--- config.mk ---
export PLATFORM = sky130hd
export DESIGN_NAME = ats21_cmd_rx
export DESIGN_NICKNAME = d
export VERILOG_FILES = /design/src/rtl/ats21_pkg.sv /design/src/rtl/ats21_cmd_check.sv /design/src/rtl/ats21_cmd_rx.sv
export SDC_FILE = /design/constraint.sdc
export NUM_CORES = 1
export LEC_CHECK = 0
export CAP_MARGIN = 20
export CORE_ASPECT_RATIO = 0.7
export CORE_MARGIN = 3
export CORE_UTILIZATION = 55
export DETAILED_ROUTE_END_ITERATION = 10
export HOLD_SLACK_MARGIN = 0.15
export PLACE_DENSITY = 0.88
export SLEW_MARGIN = 20
export SYNTH_ARGS = -nofsm -noshare
export SYNTH_HDL_FRONTEND = slang
export SYNTH_SLANG_ARGS = --single-unit
--- constraint.sdc ---
create_clock -name clk -period 2.3 [get_ports clk]
set_input_delay 0.69 -clock clk [delete_from_list [all_inputs] [get_ports clk]]
set_output_delay 0.69 -clock clk [all_outputs]
set_load 0.05 [all_outputs]
--- src/rtl/ats21_pkg.sv ---
// ---------------------------------------------------------------------------
// ats21_pkg
// Shared definitions for the ATS21 host-interface command receiver:
//   - opcode_t   : 3-bit instruction opcodes (word bits [31:29])
//   - rx_state_t : receive/decode FSM states
//   - bit positions of the instruction fields and of the stat response bits
//   - op_is_clock() / op_is_alarm() : resource class of an opcode
// ---------------------------------------------------------------------------
package ats21_pkg;

    localparam int N_CLOCKS   = 16;
    localparam int N_ALARMS   = 32;
    localparam int CLK_ID_W   = $clog2(N_CLOCKS);
    localparam int ALARM_ID_W = $clog2(N_ALARMS);

    typedef enum logic [2:0] {
        OP_NOP           = 3'b000,
        OP_SET_CLOCK     = 3'b001,
        OP_CLK_TOGGLE    = 3'b010,
        OP_SET_MODE      = 3'b011,
        OP_RESERVED      = 3'b100,
        OP_SET_ALARM     = 3'b101,
        OP_SET_COUNTDOWN = 3'b110,
        OP_AT_TOGGLE     = 3'b111
    } opcode_t;

    typedef enum logic [2:0] {
        ST_IDLE   = 3'd0,
        ST_UPPER  = 3'd1,
        ST_LOWER  = 3'd2,
        ST_DECODE = 3'd3,
        ST_RESP   = 3'd4
    } rx_state_t;

    // Instruction field positions within the 32-bit {upper,lower} word
    localparam int OP_MSB         = 31;
    localparam int OP_LSB         = 29;
    localparam int ID_MSB         = 28;
    localparam int CLK_ID_LSB     = ID_MSB - CLK_ID_W + 1;
    localparam int ALARM_ID_LSB   = ID_MSB - ALARM_ID_W + 1;
    localparam int RATE_MSB       = 23;
    localparam int RATE_LSB       = 22;
    localparam int MODE_ACT_BIT   = 28;
    localparam int MODE_AT_MSB    = 27;
    localparam int MODE_AT_LSB    = 26;
    localparam int MODE_BC_MSB    = 25;
    localparam int MODE_BC_LSB    = 24;

    localparam logic [1:0] RATE_RESERVED = 2'b11;

    // Permission registers are packed {A,B}
    localparam int PERM_A_BIT = 1;
    localparam int PERM_B_BIT = 0;

    // Response status bits
    localparam int STAT_A_BIT = 0;
    localparam int STAT_B_BIT = 1;

    function automatic logic op_is_clock(input logic [2:0] op);
        return (op == OP_SET_CLOCK) || (op == OP_CLK_TOGGLE);
    endfunction

    function automatic logic op_is_alarm(input logic [2:0] op);
        return (op == OP_SET_ALARM) || (op == OP_SET_COUNTDOWN) ||
               (op == OP_AT_TOGGLE);
    endfunction

endpackage

--- src/rtl/ats21_cmd_check.sv ---
// ---------------------------------------------------------------------------
// ats21_cmd_check
// Combinational validation of one client's instruction against the opcode
// map and the current mode/permission state. A/B conflict resolution is done
// by the parent, which is why the resource class and id are exported.
// Ports:
//   cmd_hi_i      : instruction bits [31:22] (opcode, resource id, rate)
//   mode_active_i : current ATS21 active bit
//   at_perm_i     : this client's alarm/timer permission bit
//   bc_perm_i     : this client's clock permission bit
//   is_client_b_i : tie high for client B (B may not change the mode)
//   reject_o      : instruction fails one of the per-client checks
//   issue_o       : instruction accepted and is not a Nop
//   is_clock_o    : opcode targets a base clock
//   is_alarm_o    : opcode targets an alarm/timer slot
//   res_id_o      : raw id field [28:24]
// ---------------------------------------------------------------------------
module ats21_cmd_check
    import ats21_pkg::*;
(
    input  logic                  [9:0] cmd_hi_i,
    input  logic                        mode_active_i,
    input  logic                        at_perm_i,
    input  logic                        bc_perm_i,
    input  logic                        is_client_b_i,
    output logic                        reject_o,
    output logic                        issue_o,
    output logic                        is_clock_o,
    output logic                        is_alarm_o,
    output logic [ALARM_ID_W-1:0]       res_id_o
);

    localparam int HI_LSB = RATE_LSB;

    logic [2:0] op;
    logic [1:0] rate;

    assign op         = cmd_hi_i[OP_MSB-HI_LSB : OP_LSB-HI_LSB];
    assign rate       = cmd_hi_i[RATE_MSB-HI_LSB : RATE_LSB-HI_LSB];
    assign res_id_o   = cmd_hi_i[ID_MSB-HI_LSB : ALARM_ID_LSB-HI_LSB];
    assign is_clock_o = op_is_clock(op);
    assign is_alarm_o = op_is_alarm(op);

    // Checks are prioritised; a Nop is never an error, even when inactive.
    always_comb begin
        reject_o = 1'b0;
        if (op == OP_NOP) begin
            reject_o = 1'b0;
        end else if ((op == OP_RESERVED) ||
                     ((op == OP_SET_CLOCK) && (rate == RATE_RESERVED))) begin
            reject_o = 1'b1;
        end else if (!mode_active_i && (op != OP_SET_MODE)) begin
            reject_o = 1'b1;
        end else if (op_is_clock(op) && !bc_perm_i) begin
            reject_o = 1'b1;
        end else if (op_is_alarm(op) && !at_perm_i) begin
            reject_o = 1'b1;
        end else if ((op == OP_SET_MODE) && is_client_b_i) begin
            reject_o = 1'b1;
        end
        issue_o = !reject_o && (op != OP_NOP);
    end

endmodule

--- src/rtl/ats21_cmd_rx.sv ---
// ---------------------------------------------------------------------------
// ats21_cmd_rx
// Command receiver/decoder at the ATS21 host interface. After a one-cycle
// req pulse it captures the upper then lower 16-bit words from clients A and
// B, validates both instructions, resolves A/B resource conflicts (A wins),
// updates the mode register for an accepted A set-mode and produces a
// one-cycle ready/stat response together with the issue strobes.
// Ports:
//   clk, reset          : clock, asynchronous active-low reset
//   req                 : instruction request strobe (1 cycle)
//   ctrlA, ctrlB        : client instruction words (upper, then lower)
//   ready, stat         : response strobe and {B rejected, A rejected}
//   exe_valid_a/_b      : issue strobes for accepted non-Nop commands
//   exe_op_a/_b         : opcode of the last decoded instruction
//   exe_word_a/_b       : last decoded full instruction {upper,lower}
//   mode_active         : ATS21 active bit
//   mode_at_perm        : alarm/timer change permission {A,B}
//   mode_bc_perm        : clock change permission {A,B}
// ---------------------------------------------------------------------------
module ats21_cmd_rx
    import ats21_pkg::*;
(
    input  logic        clk,
    input  logic        reset,
    input  logic        req,
    input  logic [15:0] ctrlA,
    input  logic [15:0] ctrlB,
    output logic        ready,
    output logic [1:0]  stat,
    output logic        exe_valid_a,
    output logic        exe_valid_b,
    output logic [2:0]  exe_op_a,
    output logic [2:0]  exe_op_b,
    output logic [31:0] exe_word_a,
    output logic [31:0] exe_word_b,
    output logic        mode_active,
    output logic [1:0]  mode_at_perm,
    output logic [1:0]  mode_bc_perm
);

    rx_state_t   state_q, state_d;

    logic [31:0] wordA_q, wordB_q;
    logic [31:0] exeWordA_q, exeWordB_q;
    logic [2:0]  exeOpA_q, exeOpB_q;
    logic        rejA_q, rejB_q, issueA_q, issueB_q;

    logic        modeActive_q, modeActive_d;
    logic [1:0]  modeAtPerm_q, modeAtPerm_d;
    logic [1:0]  modeBcPerm_q, modeBcPerm_d;

    logic                  rejectA, rejectB, issueA, issueB;
    logic                  isClockA, isClockB, isAlarmA, isAlarmB;
    logic [ALARM_ID_W-1:0] resIdA, resIdB;
    logic                  conflict, rejB, issueBFinal;

    ats21_cmd_check u_checkA (
        .cmd_hi_i      (wordA_q[OP_MSB:RATE_LSB]),
        .mode_active_i (modeActive_q),
        .at_perm_i     (modeAtPerm_q[PERM_A_BIT]),
        .bc_perm_i     (modeBcPerm_q[PERM_A_BIT]),
        .is_client_b_i (1'b0),
        .reject_o      (rejectA),
        .issue_o       (issueA),
        .is_clock_o    (isClockA),
        .is_alarm_o    (isAlarmA),
        .res_id_o      (resIdA)
    );

    ats21_cmd_check u_checkB (
        .cmd_hi_i      (wordB_q[OP_MSB:RATE_LSB]),
        .mode_active_i (modeActive_q),
        .at_perm_i     (modeAtPerm_q[PERM_B_BIT]),
        .bc_perm_i     (modeBcPerm_q[PERM_B_BIT]),
        .is_client_b_i (1'b1),
        .reject_o      (rejectB),
        .issue_o       (issueB),
        .is_clock_o    (isClockB),
        .is_alarm_o    (isAlarmB),
        .res_id_o      (resIdB)
    );

    // Clock ids are the upper CLK_ID_W bits of the shared id field; alarm ids
    // use the whole field. B loses only if both sides survived their own checks.
    always_comb begin
        conflict = !rejectA && !rejectB &&
                   ((isClockA && isClockB &&
                     (resIdA[ALARM_ID_W-1 -: CLK_ID_W] == resIdB[ALARM_ID_W-1 -: CLK_ID_W])) ||
                    (isAlarmA && isAlarmB && (resIdA == resIdB)));
        rejB        = rejectB || conflict;
        issueBFinal = issueB && !conflict;
    end

    // Mode register next value: loaded from A's accepted set-mode at the end
    // of DECODE, so the checks of that same instruction see the old mode.
    always_comb begin
        modeActive_d = modeActive_q;
        modeAtPerm_d = modeAtPerm_q;
        modeBcPerm_d = modeBcPerm_q;
        if ((state_q == ST_DECODE) && issueA &&
            (wordA_q[OP_MSB:OP_LSB] == OP_SET_MODE)) begin
            modeActive_d = wordA_q[MODE_ACT_BIT];
            modeAtPerm_d = wordA_q[MODE_AT_MSB:MODE_AT_LSB];
            modeBcPerm_d = wordA_q[MODE_BC_MSB:MODE_BC_LSB];
        end
    end

    // FSM state register
    always_ff @(posedge clk or negedge reset) begin
        if (!reset) begin
            state_q <= ST_IDLE;
        end else begin
            state_q <= state_d;
        end
    end

    // FSM next state: req is only looked at in IDLE, so a req arriving
    // mid-transaction is dropped rather than queued.
    always_comb begin
        state_d = state_q;
        case (state_q)
            ST_IDLE:   if (req) state_d = ST_UPPER;
            ST_UPPER:  state_d = ST_LOWER;
            ST_LOWER:  state_d = ST_DECODE;
            ST_DECODE: state_d = ST_RESP;
            ST_RESP:   state_d = ST_IDLE;
            default:   state_d = ST_IDLE;
        endcase
    end

    // FSM outputs: the response is presented only during RESP
    always_comb begin
        ready       = 1'b0;
        stat        = 2'b00;
        exe_valid_a = 1'b0;
        exe_valid_b = 1'b0;
        if (state_q == ST_RESP) begin
            ready            = 1'b1;
            stat[STAT_A_BIT] = rejA_q;
            stat[STAT_B_BIT] = rejB_q;
            exe_valid_a      = issueA_q;
            exe_valid_b      = issueB_q;
        end
    end

    // Datapath: word capture, decode results and mode register
    always_ff @(posedge clk or negedge reset) begin
        if (!reset) begin
            wordA_q      <= '0;
            wordB_q      <= '0;
            exeWordA_q   <= '0;
            exeWordB_q   <= '0;
            exeOpA_q     <= '0;
            exeOpB_q     <= '0;
            rejA_q       <= 1'b0;
            rejB_q       <= 1'b0;
            issueA_q     <= 1'b0;
            issueB_q     <= 1'b0;
            modeActive_q <= 1'b1;
            modeAtPerm_q <= 2'b11;
            modeBcPerm_q <= 2'b11;
        end else begin
            modeActive_q <= modeActive_d;
            modeAtPerm_q <= modeAtPerm_d;
            modeBcPerm_q <= modeBcPerm_d;
            case (state_q)
                ST_UPPER: begin
                    wordA_q[31:16] <= ctrlA;
                    wordB_q[31:16] <= ctrlB;
                end
                ST_LOWER: begin
                    wordA_q[15:0] <= ctrlA;
                    wordB_q[15:0] <= ctrlB;
                end
                ST_DECODE: begin
                    exeWordA_q <= wordA_q;
                    exeWordB_q <= wordB_q;
                    exeOpA_q   <= wordA_q[OP_MSB:OP_LSB];
                    exeOpB_q   <= wordB_q[OP_MSB:OP_LSB];
                    rejA_q     <= rejectA;
                    rejB_q     <= rejB;
                    issueA_q   <= issueA;
                    issueB_q   <= issueBFinal;
                end
                default: ;
            endcase
        end
    end

    assign exe_op_a     = exeOpA_q;
    assign exe_op_b     = exeOpB_q;
    assign exe_word_a   = exeWordA_q;
    assign exe_word_b   = exeWordB_q;
    assign mode_active  = modeActive_q;
    assign mode_at_perm = modeAtPerm_q;
    assign mode_bc_perm = modeBcPerm_q;

endmodule
* Word-level counts from Yosys, hierarchy flattened
Cells that the tools add are included.
** Word-level totals
- Flip-flop bits (word level) :: 146
- Bits of input ports :: 35
- Output and inout port bits :: 80
- Logic and storage cells :: 100
** Operators by class
- Equality and inequality tests :: 25
- Mux-type cells :: 17
- Reduce and logical (&&, ||, !) cells :: 42
** Operators with widths (count)
- $eq A3 B3 Y1 const B :: 9
- $logic_and A1 B1 Y1 :: 19
- $eq A3 B2 Y1 const B :: 6
- $mux W1 :: 14
- $pmux W3 S4 :: 1
- $logic_or A1 B1 Y1 :: 10
- $eq A3 B1 Y1 const B :: 3
- $logic_not A3 Y1 :: 3
- $logic_not A1 Y1 :: 8
- $ne A3 B2 Y1 const B :: 2
- $reduce_bool A3 Y1 :: 2
- $eq A5 B5 Y1 :: 1
- $eq A2 B2 Y1 const B :: 2
- $eq A4 B4 Y1 :: 1
- $mux W3 :: 1
- $mux W2 :: 1
- $ne A2 B2 Y1 const B :: 1

* Depth between registers and ports, before layout
- Depth after elaboration :: 14
- Gate-level depth with buffers :: 6
- Gate-level depth less buffers :: 5

* Hierarchy
From an unflattened synthesis, not the netlist that was laid out.
** Unflattened totals
- Cell total of the unflattened synthesis :: 509
- Area, all modules :: 5739.3 µm²
** Modules (own cells, without submodules)
- ats21_cmd_rx :: instances 1, cells an instance 467, area each 5408.9 µm², sequential area each 3509.6 µm²
- ats21_cmd_check :: instances 2, cells an instance 21, area each 165.2 µm², sequential area each 0.0 µm²

* Least setup slack after synthesis
Ideal clock, no wire load.
- Path kind :: reg2out
- From :: reg state_q[2]
- To :: out exe_valid_a
- Arrival time :: 2369 ps
- Required time :: 1610 ps
- Slack :: -759 ps
- Stages on the path, launching flop included :: 3
- Buffers on the path :: 0
- Cell sequence :: dfrtp_1 -> nor3b_1 -> and2_1
** On the way
- Word-level cells in the longest chain between the ends :: 2
** Ends and longest elaborated chain
- start: declaration :: RTL line ats21_cmd_rx.sv:41 : rx_state_t state_q, state_d;
- start signal: assignment :: RTL line ats21_cmd_rx.sv:113 : state_q <= state_d;
- $eq A3 B3 Y1 :: RTL line ats21_cmd_rx.sv:137 : if (state_q == ST_RESP) begin
- $mux W1 :: RTL line ats21_cmd_rx.sv:137
- end: declaration :: RTL line ats21_cmd_rx.sv:30 : output logic exe_valid_a,
Every way passes these cells.

* Worst setup path in the final report
- From :: reg exeWordA_q[4] (netlist: exe_word_a[4])
- To :: out exe_word_a[4]
** RTL lines
- start: declaration :: RTL line ats21_cmd_rx.sv:44 : logic [31:0] exeWordA_q, exeWordB_q;
- start signal: assignment :: RTL line ats21_cmd_rx.sv:176 : exeWordA_q <= wordA_q;
- end: declaration :: RTL line ats21_cmd_rx.sv:34 : output logic [31:0] exe_word_a,
No word-level cell between the ends.

==> impl_metrics.ini <==
[critical_path]
critical_path.max_stage_delay_ns = 0.82
cp_top_family = buffers and inverters
end_kind = primary output
crit_type = reg2out
critical_path_required_ns = 1.61
cp-start-kind = flip-flop
cp_cell_sequence = clkdlybuf4s50_1
critPathSlowestCell = clkdlybuf4s50_1
cp_data_arrival_time_ns = 1.58
path_max_fanout = 2
critPathBufInv = 1

[yosys]
syn_area_sq_um = 5650
yosys_warnings = 0
synth-simple-area-share_pct = 15.8
synth-xor-area-share_pct = 1.08
syn_nets = 527
syn_area_per_cell_sq_um = 11.5
synth_top_family_by_area = simple AND/OR/NAND/NOR gates
ys_seq_elements = 140
synthFlopType = dfrtp_1
synth_mux_area_share_pct = 13.5
seq_area_frac_synth_pct = 62.1
synth_fa_ha_area_share_pct = 0
synthArstFlopShare_pct = 100
synth_edf_count = 0
synth_cells = 492
synth-compound-area-share_pct = 2.94
synth_cell_types = 39

[drt]
drc_errors = 0
viasPerCell = 5.32
ant_nets = 0
vias = 3954
wl_per_cell_um = 17.4
firstDrtPassIters = 5
drtIter0Drc = 369
drt_wl_total_mm = 13.0

[die]
core_region_area_sq_um = 9830
num_rows = 30
num_io_pins = 115
dieArea_sq_um = 11600
die_x_um = 127
die_h_um = 90.8
start_util_pct = 57.5

[sta]
finalSetupViolations = 0
finalCritPeriodShare_pct = 98.8
skew_ns = 0.00832
holdWs_ns = 0.459
fmax_ghz = 0.440
maxSlewHeadroom_pct = 64.6
finalHoldViolations = 0
period_needed_ns = 2.27
max_slew.worst_pin.slew_ns = 0.530
drv_slew = 0

[clocking]
cts.path.max_buffers = 2
clk-insertion-delay-late_ns = 0.41
cts.sinks = 140
cts_tree = done
cts_inserted_buffers = 17
htreeDepth = 4
root_buffer = clkbuf_16
clk_pin_slew_ns = 0.06

[finish]
nNetsFinal = 637
final_common_cell = nand2_1
layout-drive-gt1-share_pct = 21.1
fillerInstances = 608
final_cell_mix = nand2_1, dfrtp_1, mux2_2
regArea_sq_um = 3510
multiInputGateArea_sq_um = 1910
diodes = 0
syn2layout_area_growth_pct = 34.3

[run]
max-cap-violations = 0

[power]
p_leak_nw = 3.89
p_total_w = 0.0136
ir_drop_mv = 0.959
powerDensity_nw_per_um2 = 1800

[grt]
grt_pass1_wl_mm = 21.0
grt_max_degree = 64
grt.total_usage_pct = 23.3
grt_overflow_total = 0
antenna_found_initial = 0
grt_pass1_vias = 4174

[min_path]
hold_path.class = reg2reg

[place]
hpwl_mm = 8.46
gp_congestion = 0.834
io_buffers = 114

[run_status]
outcome = finished clean
==> synthesized netlist by cell type, types with 2 or more instances <==
cell type	instances	area share [%]
o21ai_0	9	0.80
buf_4	10	1.3
dfrtp_1	135	60
and2_1	4	0.44
nand2_1	197	13
buf_2	9	0.80
nor3b_4	2	0.66
xor2_1	4	0.62
nor2_1	5	0.33
buf_6	7	1.4
o211ai_1	2	0.27
mux2_1	6	1.2
xnor2_1	3	0.46
clkbuf_1	5	0.33
a311oi_1	2	0.31
o2111ai_1	2	0.31
a21oi_1	2	0.18
dfstp_2	5	2.3
inv_1	2	0.13
mux2_2	62	12
==> sequential cells by signal, summed over array words and instances (netlist names) <==
| name | flops |
|---|---|
| exe_word_a | 32 |
| exe_word_b | 32 |
| issueA_q | 1 |
| issueB_q | 1 |
| mode_active | 1 |
| mode_at_perm | 2 |
| mode_bc_perm | 2 |
| rejA_q | 1 |
| rejB_q | 1 |
| state_q | 3 |
| wordA_q | 32 |
| wordB_q | 32 |
==> cells by family (layout without fill, tap and decap cells) <==
kind of cell / after synthesis / count (layout)
AND/OR/NAND/NOR: 217 / 217
flip-flops: 140 / 140
multiplexers: 68 / 68
buffers and inverters: 36 / 159
AO/OA/AOI/OAI: 24 / 24
XOR/XNOR: 7 / 7
==> layout make-up <==
type                            count  area share, %
Sequential cell                   140           46.3
Multi-Input combinational cell    316           25.2
Timing Repair Buffer              124           18.1
Clock buffer                       18           5.65
Clock inverter                     14           2.57
Tap cell                          128           2.11
Inverter                            3          0.148
==> final timing paths <==
kind / start / end / slack (ns) / depth (start not counted)
max: exe_word_a[4] / exe_word_a[4] / 0.03 / 1
min: wordB_q[13] / exe_word_b[13] / 0.46 / 2
max reg2reg: wordA_q[31] / issueB_q / 0.53 / 5
min reg2reg: wordB_q[13] / exe_word_b[13] / 0.46 / 2
max in group asynchronous: reset / wordB_q[8] / 0.96 / 3
min in group asynchronous: reset / exe_word_b[4] / 0.71 / 2
==> power breakdown <==
group          switching [W]  internal, W
clock network        0.00105      0.00182
logic                0.00382      0.00230
registers           0.000945      0.00371
==> layer usage <==
| layer | wire (um) | vias up | global-route usage [%] |
|---|---|---|---|
| li1 | - | 1807 | - |
| met1 | 5770 | 1977 | 32.3 |
| met2 | 6160 | 155 | 35.7 |
| met3 | 857 | 15 | 6.44 |
| met4 | 165 | 0 | 8.04 |
| met5 | 0 | - | 0 |
==> stage by stage <==
step	instance area, sq um	instances	TNS (ns)	util, %	setup WS [ns]
4_1_cts	7490	742	0	76.2	0.000447
6_report	7590	743	0	77.2	0.0281
3_5_place_dp	6860	708	0	69.8	0.351
2_1_floorplan	5660	492	0	-	0.0341
3_3_place_gp	6860	708	0	69.8	0.414
5_1_grt	7590	743	-0.0248	77.2	-0.0109
==> timing repair <==
item | 4_1_cts | 5_1_grt
hold buffers | 1 | 0
resized for setup | 12 | 33
endpoints found under the setup margin | 15 | 36
gates cloned | 0 | 0
setup buffers | 1 | 0
pin swaps | 1 | 1
endpoints found under the hold margin | 17 | 0
(Power assumes the default switching activity.)
